**src/rtl/stack_pkg.sv**
```systemverilog
// Shared defaults and controller op codes for the hardware data stack.
package stack_pkg;

    localparam int unsigned STACK_WIDTH = 16;
    localparam int unsigned STACK_DEPTH = 16;

    // Controller drives {pop, push} with these codes
    localparam logic [1:0] OP_NONE = 2'b00;
    localparam logic [1:0] OP_PUSH = 2'b01;
    localparam logic [1:0] OP_POP  = 2'b10;
    localparam logic [1:0] OP_REPL = 2'b11;

    // Index width for the (depth-1)-entry array below TOS; never narrower than one bit
    function automatic int unsigned idx_width(input int unsigned depth);
        return (depth > 2) ? $clog2(depth - 1) : 1;
    endfunction

endpackage

```
**src/rtl/stack_mem.sv**
```systemverilog
// Storage for the stack entries below TOS: (DEPTH-1) x WIDTH, negedge write, async read.
// DATA_STACK_NOS_EN adds a second read port used to refill the next-on-stack register.
module stack_mem
    import stack_pkg::*;
#(
    parameter  int unsigned WIDTH = STACK_WIDTH,
    parameter  int unsigned DEPTH = STACK_DEPTH,
    localparam int unsigned IDX_W = idx_width(DEPTH)
) (
    input  logic             clk,
    input  logic             wr_en,
    input  logic [IDX_W-1:0] wr_idx,
    input  logic [WIDTH-1:0] wr_data,
    input  logic [IDX_W-1:0] rd_idx,
`ifdef DATA_STACK_NOS_EN
    input  logic [IDX_W-1:0] rd2_idx,
    output logic [WIDTH-1:0] rd2_data,
`endif
    output logic [WIDTH-1:0] rd_data
);

    logic [WIDTH-1:0] mem_q [DEPTH-1];

    always_ff @(negedge clk) begin
        if (wr_en) begin
            mem_q[wr_idx] <= wr_data;
        end
    end

    assign rd_data = mem_q[rd_idx];

`ifdef DATA_STACK_NOS_EN
    assign rd2_data = mem_q[rd2_idx];
`endif

endmodule

```
**src/rtl/data_stack.sv**
```systemverilog
// LIFO data stack feeding the datapath: registered TOS, depth count, sticky error flags.
// Optional DATA_STACK_NOS_EN adds a registered next-on-stack output (nos).
module data_stack
    import stack_pkg::*;
#(
    parameter  int unsigned WIDTH = STACK_WIDTH,
    parameter  int unsigned DEPTH = STACK_DEPTH,
    localparam int unsigned CNT_W = $clog2(DEPTH + 1)
) (
    input  logic             clk,
    input  logic             reset,
    input  logic             push,
    input  logic             pop,
    input  logic             clr_err,
    input  logic [WIDTH-1:0] w_data,
    output logic [WIDTH-1:0] tos,
`ifdef DATA_STACK_NOS_EN
    output logic [WIDTH-1:0] nos,
`endif
    output logic [CNT_W-1:0] depth,
    output logic             empty,
    output logic             full,
    output logic             overflow,
    output logic             underflow
);

    localparam int unsigned IDX_W = idx_width(DEPTH);

    logic [WIDTH-1:0] tos_q, tos_d;
    logic [CNT_W-1:0] depth_q, depth_d;
    logic             ovf_q, ovf_d;
    logic             unf_q, unf_d;
    logic [1:0]       op;
    logic             is_empty, is_full;
    logic             mem_we;
    logic [IDX_W-1:0] wr_idx, rd_idx;
    logic [WIDTH-1:0] rd_data;
`ifdef DATA_STACK_NOS_EN
    logic [WIDTH-1:0] nos_q, nos_d;
    logic [IDX_W-1:0] rd2_idx;
    logic [WIDTH-1:0] rd2_data;
`endif

    assign op       = {pop, push};
    assign is_empty = (depth_q == '0);
    assign is_full  = (depth_q == CNT_W'(DEPTH));

    // Old TOS spills to depth-1; the entry under TOS sits at depth-2
    assign wr_idx = IDX_W'(depth_q - CNT_W'(1));
    assign rd_idx = IDX_W'(depth_q - CNT_W'(2));
`ifdef DATA_STACK_NOS_EN
    assign rd2_idx = IDX_W'(depth_q - CNT_W'(3));
`endif

    stack_mem #(
        .WIDTH (WIDTH),
        .DEPTH (DEPTH)
    ) u_mem (
        .clk      (clk),
        .wr_en    (mem_we),
        .wr_idx   (wr_idx),
        .wr_data  (tos_q),
        .rd_idx   (rd_idx),
`ifdef DATA_STACK_NOS_EN
        .rd2_idx  (rd2_idx),
        .rd2_data (rd2_data),
`endif
        .rd_data  (rd_data)
    );

    // Op decode and next-state; an error raised this cycle overrides clr_err
    always_comb begin
        tos_d   = tos_q;
        depth_d = depth_q;
        ovf_d   = ovf_q & ~clr_err;
        unf_d   = unf_q & ~clr_err;
        mem_we  = 1'b0;
`ifdef DATA_STACK_NOS_EN
        nos_d   = nos_q;
`endif
        case (op)
            OP_PUSH: begin
                if (is_full) begin
                    ovf_d = 1'b1;
                end else begin
                    mem_we  = ~is_empty;
                    tos_d   = w_data;
                    depth_d = depth_q + CNT_W'(1);
`ifdef DATA_STACK_NOS_EN
                    nos_d   = tos_q;
`endif
                end
            end
            OP_POP: begin
                if (is_empty) begin
                    unf_d = 1'b1;
                end else if (depth_q >= CNT_W'(2)) begin
                    tos_d   = rd_data;
                    depth_d = depth_q - CNT_W'(1);
`ifdef DATA_STACK_NOS_EN
                    nos_d   = (depth_q >= CNT_W'(3)) ? rd2_data : '0;
`endif
                end else begin
                    tos_d   = '0;
                    depth_d = '0;
`ifdef DATA_STACK_NOS_EN
                    nos_d   = '0;
`endif
                end
            end
            OP_REPL: begin
                if (is_empty) begin
                    unf_d = 1'b1;
                end else begin
                    tos_d = w_data;
                end
            end
            default: begin
            end
        endcase
    end

    // State updates on the datapath register write edge
    always_ff @(negedge clk or posedge reset) begin
        if (reset) begin
            tos_q   <= '0;
            depth_q <= '0;
            ovf_q   <= 1'b0;
            unf_q   <= 1'b0;
`ifdef DATA_STACK_NOS_EN
            nos_q   <= '0;
`endif
        end else begin
            tos_q   <= tos_d;
            depth_q <= depth_d;
            ovf_q   <= ovf_d;
            unf_q   <= unf_d;
`ifdef DATA_STACK_NOS_EN
            nos_q   <= nos_d;
`endif
        end
    end

    assign tos       = tos_q;
    assign depth     = depth_q;
    assign empty     = is_empty;
    assign full      = is_full;
    assign overflow  = ovf_q;
    assign underflow = unf_q;
`ifdef DATA_STACK_NOS_EN
    assign nos       = nos_q;
`endif

endmodule

```
**config.mk**
```make
export PLATFORM = sky130hd
export DESIGN_NAME = data_stack
export DESIGN_NICKNAME = d
export VERILOG_FILES = /design/src/rtl/stack_pkg.sv /design/src/rtl/stack_mem.sv /design/src/rtl/data_stack.sv
export SDC_FILE = /design/constraint.sdc
export NUM_CORES = 1
export LEC_CHECK = 0
export CAP_MARGIN = 20
export CELL_PAD_IN_SITES_DETAIL_PLACEMENT = 1
export CELL_PAD_IN_SITES_GLOBAL_PLACEMENT = 2
export CORE_ASPECT_RATIO = 1.1
export CORE_MARGIN = 10
export CORE_UTILIZATION = 46
export DETAILED_ROUTE_END_ITERATION = 8
export GPL_TIMING_DRIVEN = 1
export PLACE_DENSITY = 0.81
export SLEW_MARGIN = 10
export SYNTH_ARGS = -nofsm -noshare
export SYNTH_HDL_FRONTEND = slang
export SYNTH_HIERARCHICAL = 1
export SYNTH_SLANG_ARGS = --single-unit
```
**constraint.sdc**
```tcl
create_clock -name clk -period 4.9 [get_ports clk]
set_clock_uncertainty 0.15 [all_clocks]
set_input_delay 0.49 -clock clk [delete_from_list [all_inputs] [get_ports clk]]
set_output_delay 0.49 -clock clk [all_outputs]
set_load 0.05 [all_outputs]
```
==> results.toml <==
[setup_path]
critPathKind = "flip-flop to output pin"
cp-end-kind = "output pin"
worstPathRequired_ns = 4.26
critPathMaxFanout = 2
critPathLaunchType = "flip-flop"
crit_family = "buffers and inverters"
arrival_ns = 4.22
crit_chain = "clkdlybuf4s50_1"
slowest_delay_ns = 0.82
crit_slowest_cell = "clkdlybuf4s50_1"
crit_buf_inv = 1

[sta]
finalSetupViolations = 0
finalHoldViolCount = 0
tightest_slew_ns = 1.01
maxSlewHeadroom = 0.326
final-max-slew-violation-count = 0
tns_ns = 0

[floorplanning]
start_util = 0.469
ios = 46
die_y_um = 181
fp.dieW_um = 166
num_rows = 58
die_area_mm2 = 0.0300
core_area_mm2 = 0.0230

[synthesis]
ys_types = 47
synth_edf_count = 240
syn_avg_cell_area_um2 = 18.5
syn_inst = 585
ys_warn_count = 6
ys_ff_latch = 263
async_reset_ff_frac = 0.0875
synth_nets = 613
synth_ff_type = "edfxtp_1"
ys_seq_area_frac = 0.721
netlist_area_mm2 = 0.0108

[drt]
totalWireLength_um = 31400
via_per_inst = 5.68
drt.antenna.violating_nets = 0
vias = 7080
first_pass_iters = 7
wl_per_cell_um = 25.2
drt_iter0_markers = 565
drc = 0

[global_route]
grt_max_degree = 84
grt_use_total = 0.204
grt.overflow.total = 0
grt_pass1_wl_um = 47900
antenna_found_initial = 0
first_global_vias = 8194

[layout]
final_common_cell = "inv_1"
utilization = 0.606
nNetsFinal = 954
fill_cells = 2139
layout_common_cells = "251 x inv_1, 240 x edfxtp_1, 76 x buf_4, 39 x nand2_1, 29 x clkbuf_16"
drive_above_1_share = 0.201
insertedDiodeCount = 0
area_growth_syn_to_layout_pct = 29.1

[clock_tree]
cts_sinks = 263
hold_buffers = 0
clockBufferDepth = 3
cts_root_buffer = "clkbuf_16"
htree_levels = 1
clkTransAtPathRegs_ns = 0.05
cts_buffers = 28
cts_tree = "yes"
clkLatencyLatePin_ns = 0.62

[run]
cap_viol_max_count = 0

[run_status]
status = "finished clean"

[placed_design]
routabilityCongestion = 0.789
port_buffers = 45
hpwl_um = 16900

[power_and_ir_drop]
intPower_mw = 6.15
switching_share = 0.394
p_leak_nw = 5.86
p_seq_frac = 0.319
p_sw_mw = 4.00
p_clk_frac = 0.333
p_per_area_mw_per_mm2 = 728
p_comb_frac = 0.347
ir_worst_vdd_uv = 384

[min_path]
min_path_type = "flip-flop to flip-flop"
worst paths after layout:
path / start / end / slack [ns] / cells after the start
worst max-delay path: underflow / underflow / 0.04 / 1
min in group asynchronous: reset / tos[7] / 2.50 / 3
worst max register to register: depth[0] / u_mem/mem_q[14][10] / 1.17 / 7
worst min-delay path: underflow / underflow / 0.36 / 2
max in group asynchronous: reset / tos[2] / 1.78 / 3
worst min register to register: underflow / underflow / 0.36 / 2
state kept, by name (all words and copies together) (netlist names):
register,count
u_mem/mem_q,240
tos,16
depth,5
overflow,1
underflow,1
final cells by class:
| type | instances | area [um2] | area share |
|---|---|---|---|
| clock inverters | 260 | 1260 | 0.0903 |
| flip-flops and latches | 263 | 7780 | 0.559 |
| repair buffers | 108 | 990 | 0.0710 |
| inverters | 10 | 37.5 | 0.00269 |
| clock buffers | 30 | 729 | 0.0524 |
| well taps | 300 | 375 | 0.0269 |
| multi-input cells | 275 | 2760 | 0.198 |
Yosys cell counts, types with 2 or more instances:
cell type,number,area [um2]
edfxtp_1,240,7210
nand2_1,39,146
mux4_1,24,631
mux4_2,24,541
dfrtn_1,23,576
nor2_1,21,78.8
nand3_1,20,100
a31oi_1,17,106
o21ai_1,17,85.1
a221o_1,16,160
a22o_1,16,140
mux2i_1,16,160
inv_1,11,41.3
nor2_2,10,62.6
buf_6,9,101
clkbuf_1,9,33.8
buf_2,7,35.0
ha_1,7,87.6
nor3_1,5,25.0
o21ai_0,5,25.0
buf_1,4,15.0
buf_4,4,30.0
nand2b_1,4,25.0
nor2b_1,4,25.0
xor2_1,4,35.0
a21oi_1,3,15.0
nand3b_1,3,22.5
and2_1,2,12.5
buf_12,2,40.0
nor3b_4,2,37.5
stage by stage:
stage                     cells  hold WS, ns  setup WS, ns  cell area [um2]  power (mW)
after CTS                  1244        0.369        0.0121            13900        10.2
after detailed placement    953        0.366        -0.187            11900        6.89
final                      1246        0.360        0.0406            13900        10.1
after global routing       1246        0.408      -0.00738            13900        10.7
after floorplan             585        0.331      -0.00814            10800        5.75
after global placement      953        0.328        -0.165            11900        6.75
worst min-delay path: stages, from the launching register on:
cell and delay (ns):
dfrtn_1 0.42, inv_1 0.05, o21ai_1 0.12
timing repair:
action | in CTS | in global routing
setup endpoints to repair | 3 | 2
buffers inserted | 2 | 2
endpoints found under the hold margin | 0 | 0
resized for setup | 1 | 3
pin swaps | 0 | 2
power by group through the flow:
stage	Combinational, mW	Sequential, mW	Clock [mW]
global route	3.71	3.26	3.71
CTS	3.50	3.24	3.47
finish	3.52	3.24	3.38
global placement	3.23	3.23	0.291
floorplan	1.85	3.62	0.291
detailed placement	3.34	3.26	0.291
per-layer routing:
layer	track usage	wire [um]
met5	0	0
met4	0.0833	633
met3	0.0569	1950
met2	0.345	16300
met1	0.240	12400
kinds of logic after synthesis:
family,after synthesis,synth area share
compound gates,84,0.0595
xor+xnor,5,0.00580
fa+ha+maj,7,0.00811
buf+inv,47,0.0289
flops,263,0.721
mux,64,0.123
simple gates,115,0.0535
(Power assumes the default switching activity.)
